==> src/rtl/cpu_pkg.sv <==
// cpu_pkg: opcodes, functs, FSM states and funct legality for multicycle_cpu_p.
// MULT_EN makes funct 0x18 (mul) a legal R-type operation.
package cpu_pkg;
  localparam logic [5:0] OP_RTYPE = 6'h00;
  localparam logic [5:0] OP_ADDIU = 6'h09;
  localparam logic [5:0] OP_LW    = 6'h23;
  localparam logic [5:0] OP_SW    = 6'h2b;
  localparam logic [5:0] OP_BEQ   = 6'h04;
  localparam logic [5:0] OP_BNE   = 6'h05;
  localparam logic [5:0] OP_J     = 6'h02;
  localparam logic [5:0] OP_HALT  = 6'h3f;
  localparam logic [5:0] FN_ADDU  = 6'h21;
  localparam logic [5:0] FN_SUBU  = 6'h23;
  localparam logic [5:0] FN_SLT   = 6'h2a;
  localparam logic [5:0] FN_MUL   = 6'h18;
  typedef enum logic [2:0] {S_IDLE, S_FETCH, S_DECODE, S_REGRD, S_EXEC, S_MEM, S_WB, S_HALT} state_t;
  function automatic logic fn_legal(input logic [5:0] fn);
`ifdef MULT_EN
    return fn inside {FN_ADDU, FN_SUBU, FN_SLT, FN_MUL};
`else
    return fn inside {FN_ADDU, FN_SUBU, FN_SLT};
`endif
  endfunction
endpackage

==> src/rtl/cpu_alu.sv <==
// cpu_alu: combinational ALU (addu/subu/slt, mul when MULT_EN) with zero flag.
module cpu_alu
  import cpu_pkg::*;
#(
  parameter int DATA_W = 8
) (
  input  logic [DATA_W-1:0] i_op1,
  input  logic [DATA_W-1:0] i_op2,
  input  logic [5:0]        i_funct,
  output logic [DATA_W-1:0] o_result,
  output logic              o_zero
);
  logic [DATA_W-1:0] w_mul;
`ifdef MULT_EN
  assign w_mul = i_op1 * i_op2;
`else
  assign w_mul = '0;
`endif
  always_comb begin
    o_result = i_funct == FN_ADDU ? i_op1 + i_op2 :
               i_funct == FN_SUBU ? i_op1 - i_op2 :
               i_funct == FN_SLT  ? {{(DATA_W-1){1'b0}}, $signed(i_op1) < $signed(i_op2)} :
               i_funct == FN_MUL  ? w_mul : '0;
    o_zero = o_result == '0;
  end
endmodule

==> src/rtl/multicycle_cpu_p.sv <==
// multicycle_cpu_p: six-state multi-cycle MIPS-subset core with load port and debug read.
// Optional MULT_EN adds the R-type mul instruction.
module multicycle_cpu_p
  import cpu_pkg::*;
#(
  parameter int DATA_W     = 8,
  parameter int NREGS      = 32,
  parameter int IMEM_DEPTH = 16,
  parameter int DMEM_DEPTH = 8,
  parameter int PC_W       = 8
) (
  input  logic                     clk,
  input  logic                     rst,
  input  logic                     start,
  input  logic                     ld_we,
  input  logic                     ld_sel,
  input  logic [PC_W-1:0]          ld_addr,
  input  logic [31:0]              ld_data,
  output logic                     busy,
  output logic                     done,
  output logic                     err,
  output logic [PC_W-1:0]          pc,
  output logic [15:0]              retired,
  input  logic [$clog2(NREGS)-1:0] dbg_addr,
  output logic [DATA_W-1:0]        dbg_data
);
  localparam int AW = $clog2(NREGS);
  localparam int IW = $clog2(IMEM_DEPTH);
  localparam int DW = $clog2(DMEM_DEPTH);
  state_t r_state, w_next;
  logic [31:0] r_imem [IMEM_DEPTH];
  logic [DATA_W-1:0] r_dmem [DMEM_DEPTH];
  logic [DATA_W-1:0] r_rf [NREGS];
  logic [31:0] r_instr;
  logic [DATA_W-1:0] r_imm, r_op1, r_op2, r_alu, r_mem;
  logic [PC_W-1:0] r_pc;
  logic [15:0] r_retired;
  logic r_err, r_done;
  logic [5:0] w_op, w_fn, w_alu_fn;
  logic [AW-1:0] w_rs, w_rt, w_rd, w_wa;
  logic [DATA_W-1:0] w_alu_b, w_alu, w_wd;
  logic [PC_W-1:0] w_npc;
  logic w_zero, w_rtype, w_brn, w_legal, w_taken, w_addr_ok, w_end, w_wen;
  assign w_op = r_instr[31:26];
  assign w_fn = r_instr[5:0];
  assign w_rs = r_instr[21 +: AW];
  assign w_rt = r_instr[16 +: AW];
  assign w_rd = r_instr[11 +: AW];
  assign w_rtype = w_op == OP_RTYPE;
  assign w_brn = w_op == OP_BEQ || w_op == OP_BNE;
  assign w_legal = w_rtype ? fn_legal(w_fn) :
                   w_op inside {OP_ADDIU, OP_LW, OP_SW, OP_BEQ, OP_BNE, OP_J, OP_HALT};
  // Branches compare via subtraction; loads/stores/addiu add the immediate.
  assign w_alu_fn = w_rtype ? w_fn : w_brn ? FN_SUBU : FN_ADDU;
  assign w_alu_b = (w_rtype || w_brn) ? r_op2 : r_imm;
  cpu_alu #(.DATA_W(DATA_W)) u_alu (
    .i_op1(r_op1), .i_op2(w_alu_b), .i_funct(w_alu_fn), .o_result(w_alu), .o_zero(w_zero)
  );
  assign w_taken = (w_op == OP_BEQ && w_zero) || (w_op == OP_BNE && !w_zero);
  assign w_npc = w_op == OP_J    ? r_instr[PC_W-1:0] :
                 w_op == OP_HALT ? r_pc :
                 w_taken         ? r_pc + PC_W'($signed(r_instr[15:0])) : r_pc + PC_W'(1);
  assign w_addr_ok = 32'(r_alu) < DMEM_DEPTH;
  assign w_end = w_op == OP_HALT || 32'(r_pc) >= IMEM_DEPTH;
  assign w_wa = w_rtype ? w_rd : w_rt;
  assign w_wd = w_op == OP_LW ? r_mem : r_alu;
  assign w_wen = w_wa != '0 && ((w_rtype && w_legal) || w_op == OP_ADDIU || w_op == OP_LW);
  always_ff @(posedge clk or posedge rst) begin
    if (rst) r_state <= S_IDLE;
    else r_state <= w_next;
  end
  always_comb begin
    w_next = r_state;
    case (r_state)
      S_IDLE, S_HALT: w_next = start ? S_FETCH : r_state;
      S_FETCH:        w_next = S_DECODE;
      S_DECODE:       w_next = S_REGRD;
      S_REGRD:        w_next = S_EXEC;
      S_EXEC:         w_next = S_MEM;
      S_MEM:          w_next = S_WB;
      default:        w_next = w_end ? S_HALT : S_FETCH;
    endcase
  end
  always_comb busy = !(r_state == S_IDLE || r_state == S_HALT);
  always_ff @(posedge clk or posedge rst) begin
    if (rst) begin
      r_pc <= '0;
      r_retired <= '0;
      r_err <= 1'b0;
      r_done <= 1'b0;
      r_instr <= '0;
      r_imm <= '0;
      r_op1 <= '0;
      r_op2 <= '0;
      r_alu <= '0;
      r_mem <= '0;
      for (int i = 0; i < NREGS; i++) r_rf[i] <= '0;
    end else begin
      r_done <= r_state == S_WB && w_end;
      case (r_state)
        S_IDLE, S_HALT: if (start) begin
          r_pc <= '0;
          r_retired <= '0;
          r_err <= 1'b0;
        end
        S_FETCH:  r_instr <= r_imem[r_pc[IW-1:0]];
        S_DECODE: r_imm <= DATA_W'($signed(r_instr[15:0]));
        S_REGRD: begin
          r_op1 <= r_rf[w_rs];
          r_op2 <= r_rf[w_rt];
        end
        S_EXEC: begin
          r_alu <= w_alu;
          r_pc <= w_npc;
          if (!w_legal) r_err <= 1'b1;
        end
        S_MEM: begin
          r_mem <= (w_op == OP_LW && w_addr_ok) ? r_dmem[r_alu[DW-1:0]] : '0;
          if ((w_op == OP_LW || w_op == OP_SW) && !w_addr_ok) r_err <= 1'b1;
        end
        default: begin
          r_retired <= r_retired + 16'd1;
          if (w_wen) r_rf[w_wa] <= w_wd;
        end
      endcase
    end
  end
  // Memories survive reset; load port only acts while the core is idle or halted.
  always_ff @(posedge clk) begin
    if (!busy && ld_we && !ld_sel && 32'(ld_addr) < IMEM_DEPTH) r_imem[ld_addr[IW-1:0]] <= ld_data;
    if (!busy && ld_we && ld_sel && 32'(ld_addr) < DMEM_DEPTH) r_dmem[ld_addr[DW-1:0]] <= ld_data[DATA_W-1:0];
    if (r_state == S_MEM && w_op == OP_SW && w_addr_ok) r_dmem[r_alu[DW-1:0]] <= r_op2;
  end
  assign done = r_done;
  assign err = r_err;
  assign pc = r_pc;
  assign retired = r_retired;
  assign dbg_data = r_rf[dbg_addr];
endmodule

==> config.mk <==
export PLATFORM = sky130hd
export DESIGN_NAME = multicycle_cpu_p
export DESIGN_NICKNAME = d
export VERILOG_FILES = /design/src/rtl/cpu_pkg.sv /design/src/rtl/cpu_alu.sv /design/src/rtl/multicycle_cpu_p.sv
export SDC_FILE = /design/constraint.sdc
export NUM_CORES = 1
export LEC_CHECK = 0
export ABC_CLOCK_PERIOD_IN_PS = 13250
export BUFFER_PORTS_ARGS = -buffer_cell sky130_fd_sc_hd__buf_2
export CAP_MARGIN = 15
export CORE_MARGIN = 3
export CORE_UTILIZATION = 40
export DETAILED_ROUTE_END_ITERATION = 10
export PLACE_DENSITY = 0.56
export SLEW_MARGIN = 5
export SYNTH_ARGS = -nofsm -noshare
export SYNTH_HDL_FRONTEND = slang
export SYNTH_SLANG_ARGS = --single-unit
==> constraint.sdc <==
create_clock -name clk -period 13.25 [get_ports clk]
set_input_delay 1.9875 -clock clk [delete_from_list [all_inputs] [get_ports clk]]
set_output_delay 1.9875 -clock clk [all_outputs]
set_load 0.03 [all_outputs]
; ---- Yosys cells after proc, flatten, opt, wreduce, memory -nomap -nowiden
; Memories as Yosys holds them, arrays and structs flattened. A register that Yosys moved wholly into a read port is not among the register bits.
; Index checks and enable logic that the tools add are counted.
[totals]
regBits = 325
ram_bits = 576
inputBits = 50
output_inout_bits = 35
wordCells = 177
n_memories = 2
[memory_table]
columns = name, words, word_bits, read_ports, rd_ports_with_merged_regs, write_ports, line_no
row1 = r_imem, 16, 32, 1, 1, 1, multicycle_cpu_p.sv:31  ; logic [31:0] r_imem [IMEM_DEPTH];
row2 = r_dmem, 8, 8, 1, 0, 1, multicycle_cpu_p.sv:32  ; logic [DATA_W-1:0] r_dmem [DMEM_DEPTH];
[classes]
addsub = 5
order_cmp = 10
n_eq_ne = 24
mux = 45
n_bitwise = 6
n_reduce_logical = 43
[op_table]
columns = cell, count
row1 = bitwise mux 256 bit, 1
row2 = 2-to-1 mux 8 bit, 17
row3 = binary-select mux 8 bit (select 5 bit), 3
row4 = equality test 6 bit (second input constant), 9
row5 = demux 8 bit (select 5 bit), 1
row6 = one-hot mux 16 bit (2 select lines), 1
row7 = greater-or-equal comparator 6 bit (second input constant), 4
row8 = inverter 5 -> 6 bit, 4
row9 = one-hot mux 3 bit (6 select lines), 1
row10 = adder 16 x 1 -> 16 bit (second input constant), 1
row11 = adder 8 bit, 2
row12 = < comparator 8 x 4 -> 1 bit (second input constant), 2
row13 = 2-to-1 mux 16 bit, 1
row14 = one-hot mux 8 bit (2 select lines), 1
row15 = logical AND 1 bit, 15
row16 = equality test 3 bit (second input constant), 4
row17 = equality test 6 x 3 -> 1 bit (second input constant), 2
row18 = 2-to-1 mux 1 bit, 12
row19 = 2-to-1 mux 3 bit, 3
row20 = adder 8 x 1 -> 8 bit (second input constant), 1
row21 = greater-or-equal comparator 8 x 5 -> 1 bit (second input constant), 1
row22 = logical NOT 8 bit, 1
row23 = logical OR 1 bit, 8
row24 = < comparator 8 x 5 -> 1 bit (second input constant), 1
row25 = 28 further kinds, 37

; ---- Depth between registers and ports, before layout
[depth]
ltp_word = 16
ltp_mapped = 30
mapped_depth_nobuf = 28

; ---- Modules after synthesis
; A second synthesis with hierarchy kept.
[unflattened]
hier_cells = 2844
hier_area_um2 = 41778.8
[by_module_without_submodules]
columns = mod, n_inst, cells_each, area_each_um2, seq_area_each_um2
row1 = multicycle_cpu_p, 1, 2737, 40956.8, 24713.7
row2 = cpu_alu, 1, 107, 822.0, 0.0

; ---- Worst setup path after synthesis
; OpenSTA, ideal clock, no wires.
[synth_timing]
kind = input-to-output
from = in dbg_addr[0]
to = out dbg_data[0]
t_arrival_ns = 4.266
required_ns = 11.262
path_slack_ns = 6.997
path_stages = 5
n_path_buf = 2
cell_sequence = clkbuf_1 > buf_1 > mux4_2 > mux4_2 > mux2_2
[synth_between]
elab_chain_len = 4
[synth_lines]
columns = item, line_no
row1 = from (decl), multicycle_cpu_p.sv:24  ; input logic [$clog2(NREGS)-1:0] dbg_addr,
row2 = inverter 5 -> 6 bit (implied by the code), multicycle_cpu_p.sv:138  ; assign dbg_data = r_rf[dbg_addr];
row3 = binary-select mux 8 bit (select 5 bit), multicycle_cpu_p.sv:138
row4 = 2-to-1 mux 8 bit (implied by the code) (2 in series), multicycle_cpu_p.sv:138
row5 = to (decl), multicycle_cpu_p.sv:25  ; output logic [DATA_W-1:0] dbg_data
; No other way between the ends. The select of a mux whose other input is x is not followed.

; ---- Worst setup path after layout
[layout_timing]
from = in dbg_addr[1]
to = out dbg_data[0]
; Same word-level chain as after synthesis.

==> impl_metrics.ini <==
[status]
status = finished, final reports clean

[timing]
final_hold_viol_count = 0
min_period_ns = 7.09
skew_ns = 0.0341
tightest_slew_ns = 1.16
rsz0062_at_grt = false
timing.final.crit_share = 0.535
max_slew_margin = 0.206
clock.fmax_mhz = 141
tns_ns = 0
report.final.slew_viol_count = 0
setup_viol = 0

[floorplanning]
boundaryPins = 85
die_height_um = 326
initial_core_util = 0.407
core.rowCount = 116
dieArea_um2 = 106000
die_width_um = 326
core_area_um2 = 101000

[setup_path]
cp-end-kind = primary output
crit_slowest_cell = buf_2
critPathTopFamily = buffers and inverters
cp.required_ns = 11.26
slowest_delay_ns = 0.85
cp.depth = 6
worstPathBufferInverterCount = 3
critical_path_class = in2out
arrival_ns = 5.10
path_max_fanout = 34
reg2reg_depth = 25
crit_path_cell_trace = buf_2 -> buf_4 -> mux4_2 -> mux4_2 -> mux2_2 -> buf_2
worst_setup_path_start_kind = input port

[routing]
ant_nets = 0
drc = 0
route.final.wire_length_um = 108000
wire_per_inst_um = 27.7
num_vias = 23000
vias_per_cell = 5.88
drt-initial-drc-count = 1868
drt_first_pass_iters = 7

[clock_network]
clkSinkCount = 882
hold_buffers = 0
clk_pin_slew_worst_paths_ns = 0.06
cts_buffer_depth = 3
cts_resized = 0
cts_inserted_buffers = 94
cts_root_buffer = clkbuf_16
cts_tree = done
clock_latency_ns = 0.69
cts_setup_buffers = 0
htree_levels = 3

[layout]
syn2layout_area_growth_pct = 13.0
drive_gt1_frac = 0.379
layout.nets = 2541

[synthesis]
syn_area_um2 = 41000
synth_fp_nets = 2467
syn_avg_cell_area_um2 = 17.2
ys_warn_count = 0
yosysSeqAreaShare = 0.602
yosysUniqueCellTypes = 66
postSynthCellCount = 2391
synth_seq_cells = 882
async_flop_share = 0.401
ys.flop_type = edfxtp_1
synth_edf_count = 528

[worst_hold_path]
min_path_cells = 0
hold_path_class = reg2reg

[place]
port_buffers = 81
gp_congestion = 0.873
hpwl_um = 63500

[pwr]
peakVddDrop_uv = 123
power.total_mw = 7.61
power_leakage_nw = 16.9
p_per_area_nw_per_um2 = 164

[global_route]
grt_max_degree = 120
gr-total-overflow = 0
grt_pass1_vias = 23900
grt_pass1_wl_um = 161000
grt.total_usage = 0.204
antenna_found_initial = 9

[job]
cap_violations = 0
==> report_power, final <==
group	internal [mW]	switching, mW	leakage [nW]
Clock	1.57	1.13	1.55
Combinational	0.682	0.928	5.80
Sequential	3.02	0.281	9.58
Total	5.27	2.34	16.9
==> cell usage in the layout, fill, tap and decap left out, types with 62 or more instances in the layout <==
master / instances
nand2_1: 161
mux4_2: 401
buf_4: 62
nor2_1: 89
clkbuf_16: 94
edfxtp_1: 528
mux2_2: 229
o21ai_0: 101
dfrtp_1: 345
buf_2: 80
==> area by class of cell <==
type                    count  area, µm²
diodes                      3       7.51
clock buffers             118       2470
clock inverters            56        722
fillers                  8643      54500
inverters                  36        143
multi-input cells        1307      15700
flip-flops and latches    882      24700
well taps                1357       1700
repair buffers            144        921
==> final timing paths <==
path,startpoint,to,slack (ns)
hold / removal,r_rf[252],r_rf[252],0.42
setup reg to reg,r_instr[27],pc[7],6.30
setup / recovery,dbg_addr[1],dbg_data[0],6.16
hold reg to reg,r_rf[252],r_rf[252],0.42
min in group asynchronous,rst,retired[6],1.45
max in group asynchronous,rst,r_instr[21],10.09
==> flip-flops by register name, indices dropped and copies added, names as in the netlist <==
name and cells:
done 1, retired 16, pc 8, r_op2 8, r_imem 464, r_dmem 64
err 1, r_rf 256, r_instr 29, r_imm 8, r_state 3, r_op1 8
r_mem 8, r_alu 8
==> per-layer routing <==
layer  vias to the layer above  routed length (µm)  GRT usage
met2                       730               52500      0.331
met4                         6                2760     0.0561
met1                     12300               46600      0.284
li1                       9712                   -          -
met5                         -                  34          0
met3                       183                6390     0.0388
==> logic make-up (layout without fill, tap and decap cells) <==
group | count (synthesis) | count (layout) | share of synthesized area
flip-flops | 882 | 882 | 0.602
multiplexers | 670 | 670 | 0.293
AND/OR/NAND/NOR | 380 | 380 | 0.0422
AO/OA/AOI/OAI | 214 | 214 | 0.0315
buffers and inverters | 202 | 354 | 0.0189
adder cells (fa/ha/maj) | 26 | 26 | 0.00848
XOR/XNOR | 17 | 17 | 0.00381
other | 0 | 3 | 0
==> cell usage after synthesis, drive strengths merged, types with 10 or more instances <==
cell / number / share of area
nor3: 18 / 0.0023
mux2i: 40 / 0.0098
and2: 13 / 0.0020
o21ai: 105 / 0.013
a21oi: 42 / 0.0052
ha: 23 / 0.0070
inv: 36 / 0.0033
dfrtp: 354 / 0.22
buf: 43 / 0.0044
nor3b: 11 / 0.0020
o31ai: 10 / 0.0018
nor2: 104 / 0.0096
edfxtp: 528 / 0.39
clkbuf: 123 / 0.011
mux2: 229 / 0.063
mux4: 401 / 0.22
nand3: 17 / 0.0021
nand2: 161 / 0.015
==> through the flow <==
stage	utilization	hold WS [ns]	worst slack [ns]	cell area (µm²)	instances
final	0.460	0.418	6.16	46400	3903
after global routing	0.460	0.427	5.76	46400	3900
after CTS	0.459	0.419	6.17	46300	3898
after detailed placement	0.427	0.403	6.16	43100	3724
after global placement	0.427	0.395	6.16	43100	3721
after floorplan	-	0.456	1.44	41000	2391
(Power assumes the default switching activity.)
